## config.mk

```make
export PLATFORM = sky130hd
export DESIGN_NAME = sonic_core
export DESIGN_NICKNAME = d
export VERILOG_FILES = /design/src/rtl/sonic_core.sv
export SDC_FILE = /design/constraint.sdc
export NUM_CORES = 1
export LEC_CHECK = 0
export CORE_MARGIN = 5
export CORE_UTILIZATION = 55
export CTS_CLUSTER_DIAMETER = 150
export DETAILED_ROUTE_END_ITERATION = 12
export PLACE_DENSITY = 0.89
export SLEW_MARGIN = 20
export SYNTH_ARGS = -nofsm -noshare
export SYNTH_HDL_FRONTEND = slang
export SYNTH_SLANG_ARGS = --single-unit
```

## constraint.sdc

```tcl
create_clock -name clk -period 5.8 [get_ports clk]
set_clock_uncertainty 0.1 [all_clocks]
set_input_delay 1.16 -clock clk [delete_from_list [all_inputs] [get_ports clk]]
set_output_delay 1.16 -clock clk [all_outputs]
set_load 0.02 [all_outputs]
```

## src/rtl/sonic_core.sv

```systemverilog
// Sonic block-cipher core: iterative Feistel-like rounds, UNROLL rounds per clock.
// Optional output whitening with the final key register: define SONIC_WHITEN_EN.
module sonic_core #(
  parameter int BLOCK_W    = 64,
  parameter int KEY_W      = 128,
  parameter int NUM_ROUNDS = 16,
  parameter int UNROLL     = 1,
  parameter int PERM_MUL   = 15
) (
  input  logic               clk,
  input  logic               rst_n,
  input  logic               in_valid,
  output logic               in_ready,
  input  logic [BLOCK_W-1:0] in_data,
  input  logic [KEY_W-1:0]   in_key,
  output logic               out_valid,
  input  logic               out_ready,
  output logic [BLOCK_W-1:0] out_data,
  output logic               busy
);

  localparam int H  = BLOCK_W / 2;
  localparam int CW = 6;

  typedef enum logic [1:0] {
    IDLE,
    RUN,
    DONE
  } fsm_t;

  fsm_t               fsm;
  logic [BLOCK_W-1:0] st;
  logic [BLOCK_W-1:0] st_nx;
  logic [BLOCK_W-1:0] dout_nx;
  logic [KEY_W-1:0]   key;
  logic [KEY_W-1:0]   key_nx;
  logic [CW-1:0]      cnt;
  logic [CW-1:0]      cnt_nx;
  logic               last;

  function automatic logic [H-1:0] rotl(
    input logic [H-1:0] v,
    input int           n
  );
    return (v << n) | (v >> (H - n));
  endfunction

  function automatic logic [KEY_W-1:0] key_rotr(
    input logic [KEY_W-1:0] k
  );
    logic [KEY_W-1:0] o;
    for (int i = 0; i < KEY_W; i++)
      o[i] = k[(i + H) % KEY_W];
    return o;
  endfunction

  function automatic logic [BLOCK_W-1:0] sonic_round(
    input logic [BLOCK_W-1:0] s,
    input logic [H-1:0]       rk
  );
    logic [H-1:0] l;
    logic [H-1:0] r;
    logic [H-1:0] y;
    logic [H-1:0] t;
    logic [H-1:0] x;
    l = s[BLOCK_W-1:H];
    r = s[H-1:0];
    y = rotl(r, 1) ^ rotl(r, 8) ^ rotl(r, 10) ^ rk;
    t = l ^ (rotl(r, 12) & r) ^ rotl(r, 1);
    for (int i = 0; i < H; i++)
      x[i] = t[(PERM_MUL * i) % H];
    return {y, x};
  endfunction

  // Unrolled round chain; round index is cnt+u, key rotates after each round
  always_comb begin
    st_nx  = st;
    key_nx = key;
    for (int u = 0; u < UNROLL; u++) begin
      st_nx  = sonic_round(st_nx,
                 key_nx[H-1:0] ^ (H'(cnt) + H'(u + 1)));
      key_nx = key_rotr(key_nx);
    end
  end

  assign cnt_nx = cnt + CW'(UNROLL);
  assign last   = (cnt_nx == CW'(NUM_ROUNDS));

`ifdef SONIC_WHITEN_EN
  logic [BLOCK_W-1:0] wht;

  always_comb begin
    wht = '0;
    for (int i = 0; i < BLOCK_W; i++)
      wht[i] = key_nx[i % KEY_W];
  end

  assign dout_nx = st_nx ^ wht;
`else
  assign dout_nx = st_nx;
`endif

  always_ff @(posedge clk or negedge rst_n) begin
    if (!rst_n) begin
      fsm       <= IDLE;
      st        <= '0;
      key       <= '0;
      cnt       <= '0;
      in_ready  <= 1'b1;
      out_valid <= 1'b0;
      out_data  <= '0;
      busy      <= 1'b0;
    end else begin
      unique case (fsm)
        IDLE: begin
          if (in_valid) begin
            st       <= in_data;
            key      <= in_key;
            cnt      <= '0;
            fsm      <= RUN;
            in_ready <= 1'b0;
            busy     <= 1'b1;
          end
        end
        RUN: begin
          st  <= st_nx;
          key <= key_nx;
          cnt <= cnt_nx;
          if (last) begin
            fsm       <= DONE;
            out_valid <= 1'b1;
            out_data  <= dout_nx;
          end
        end
        DONE: begin
          if (out_ready) begin
            fsm       <= IDLE;
            out_valid <= 1'b0;
            out_data  <= '0;
            busy      <= 1'b0;
            in_ready  <= 1'b1;
          end
        end
        default: fsm <= IDLE;
      endcase
    end
  end

endmodule

```

==> flow_summary.json <==
{
  "synth_area_leaders": "dfrtp_1 (48%), mux2i_1 (14%), xnor2_1 (7.5%)",
  "status": "finished clean",
  "timing.fmax_mhz": 325,
  "drt-pass1-iter-count": 5,
  "ys_seq_area_share_pct": 48.5,
  "postCtsHoldBufs": 0,
  "dieArea_mm2": 0.0283,
  "synth_cells": 1343,
  "io_buffers": 262,
  "grt_max_degree": 194,
  "syn_area_per_cell_um2": 10.3,
  "critPathKind": "reg -> reg",
  "cap_violations": 0,
  "clockBufferDepth": 3,
  "cts_sinks": 267,
  "wire_per_inst_um": 20.3,
  "rsz0062_at_grt": "no",
  "vdd_drop_max_mv": 0.364,
  "finalNonFillerCells": 1876,
  "grt_usage_pct": 26.2,
  "htree_levels": 1,
  "timing.hold.ws_ns": 0.379,
  "cts_tree": "built",
  "drcViolationCount": 0,
  "critical_path_required_ns": 6.10,
  "cp_max_fo": 51,
  "ys_warn_count": 0,
  "area.growth.synth_to_final_pct": 25.8,
  "grt_pass1_wl_um": 59300,
  "power_density_mw_per_mm2": 670,
  "clk_pin_slew_ns": 0.06,
  "insertedDiodeCount": 0,
  "hold_violations": 0,
  "worst_ep_arrival_time_ns": 3.38,
  "cts_setup_buffers": 0,
  "grt_pass1_vias": 10744,
  "setup_viol_count_final": 0,
  "synth_top_area_share_pct": 48.3,
  "min_period_ns": 3.08,
  "root_buffer": "clkbuf_16",
  "layout.nets": 1725,
  "syn_nets": 1540,
  "ys_async_sr_fraction_pct": 100,
  "reg2reg_slack_ns": 2.72,
  "relSlewSlack_pct": 32.9,
  "layout_common_cells": "dfrtp_1 (266), clkdlybuf4s50_1 (261), nand2_1 (249), mux2i_1 (195), o21ai_0 (191)",
  "final_common_cell": "dfrtp_1",
  "crit_path_end_kind": "register",
  "first_iter_violations": 905,
  "critPathLaunchType": "register",
  "stdcell_area_mm2": 0.0173,
  "worstHoldPathType": "reg -> reg",
  "power.leakage_nw": 7.90,
  "cts-buffers-inserted": 26,
  "dp_cells": 1830,
  "die_w_um": 168,
  "clk_latency_ns": 0.53,
  "tightest_slew_ns": 1.01,
  "antenna_left": 0,
  "drt_wl_total_um": 38100,
  "start_util_pct": 55.3,
  "antenna_found_initial": 1,
  "cts_resized": 0,
  "num_io_pins": 263,
  "dp_hpwl_um": 27000,
  "yosysTopAreaCell": "dfrtp_1",
  "rows": 58,
  "ys_ff_latch": 267,
  "vias_per_cell": 5.61,
  "drive_gt1_share_pct": 5.43,
  "synth_cell_types": 40,
  "placed_area_mm2": 0.0165,
  "slew_violations": 0,
  "num_vias": 10532,
  "tns_ns": 0,
  "syn_area_mm2": 0.0138,
  "synth_edf_count": 0,
  "global_route.overflow_total": 0,
  "die_h_um": 168,
  "routabilityCongestion": 0.905,
  "coreArea_mm2": 0.0249,
  "timing.final.crit_share_pct": 53.1,
  "synth-main-ff-cell": "dfrtp_1"
}
registers in the layout (all words and copies together) (netlist names):
signal,flops
in_ready,1
cnt,6
fsm,2
key,128
busy,1
st,64
out_valid,1
out_data,64
kinds of logic after synthesis:
logic type                 Yosys count  share of synthesized area [%]
AOI/OAI and AO/OA                  227                           8.72
xor gates and xnor gates           169                           10.9
adders and majority gates            1                         0.0909
buffers and inverters              118                           3.78
DFF                                267                           48.5
muxes                              241                           17.9
and+or+nand+nor                    320                           9.99
synthesized netlist by cell type (4+ instances only):
| master | instances |
|---|---|
| buf_2 | 41 |
| mux2_2 | 30 |
| a21o_1 | 7 |
| clkbuf_1 | 65 |
| a211oi_1 | 6 |
| nor3b_1 | 4 |
| nor2_1 | 9 |
| nor2b_1 | 6 |
| o21ai_0 | 191 |
| a21oi_1 | 12 |
| mux2i_1 | 195 |
| nand2_1 | 249 |
| dfrtp_1 | 266 |
| and2_1 | 39 |
| mux2_1 | 16 |
| xnor2_1 | 118 |
| buf_1 | 4 |
| nand3_1 | 4 |
| xor2_1 | 49 |
routing by layer:
metal	wire, um	GRT usage (%)	vias up
met5	7	0	-
met4	1370	8.75	2
met3	3020	5.49	87
met2	17500	41.3	414
met1	16200	36.4	5174
li1	-	-	4855
through the flow:
| step | power [mW] | utilization [%] | setup slack [ns] |
|---|---|---|---|
| 2_1_floorplan | 7.93 | - | 3.50 |
| 3_3_place_gp | 9.51 | 66.1 | 2.69 |
| 3_5_place_dp | 9.83 | 66.1 | 2.60 |
| 4_1_cts | 11.6 | 69.6 | 2.75 |
| 5_1_grt | 12.3 | 69.6 | 2.60 |
| 6_report | 11.6 | 69.6 | 2.72 |
cell type report:
cell class	instances	area [um^2]
timing repair buffer	272	2750
fill	1782	7570
tap	330	413
sequential	267	6680
clock inverter	2	60.1
inverter	3	11.3
clock buffer	44	810
multi-input combinational	958	6590
final timing paths:
check / cells past startpoint / start / to
hold / removal: 2 / key[32] / key[32]
hold reg to reg: 2 / key[32] / key[32]
min in group asynchronous: 1 / rst_n / st[35]
setup / recovery: 4 / fsm[1] / out_data[24]
max in group asynchronous: 2 / rst_n / key[114]
setup reg to reg: 4 / fsm[1] / out_data[24]
critical path: stages (launching register included):
cell	delay, ns
dfrtp_1	0.54
nand2b_2	0.76
nor4_4	0.46
buf_4	0.64
mux2_2	0.42
power by group:
part / switching, mW / total, mW / internal (mW)
combinational: 3.03 / 5.90 / 2.87
sequential: 1.08 / 3.97 / 2.88
clock: 0.705 / 1.73 / 1.03
Power figures use the tool's default switching activity.
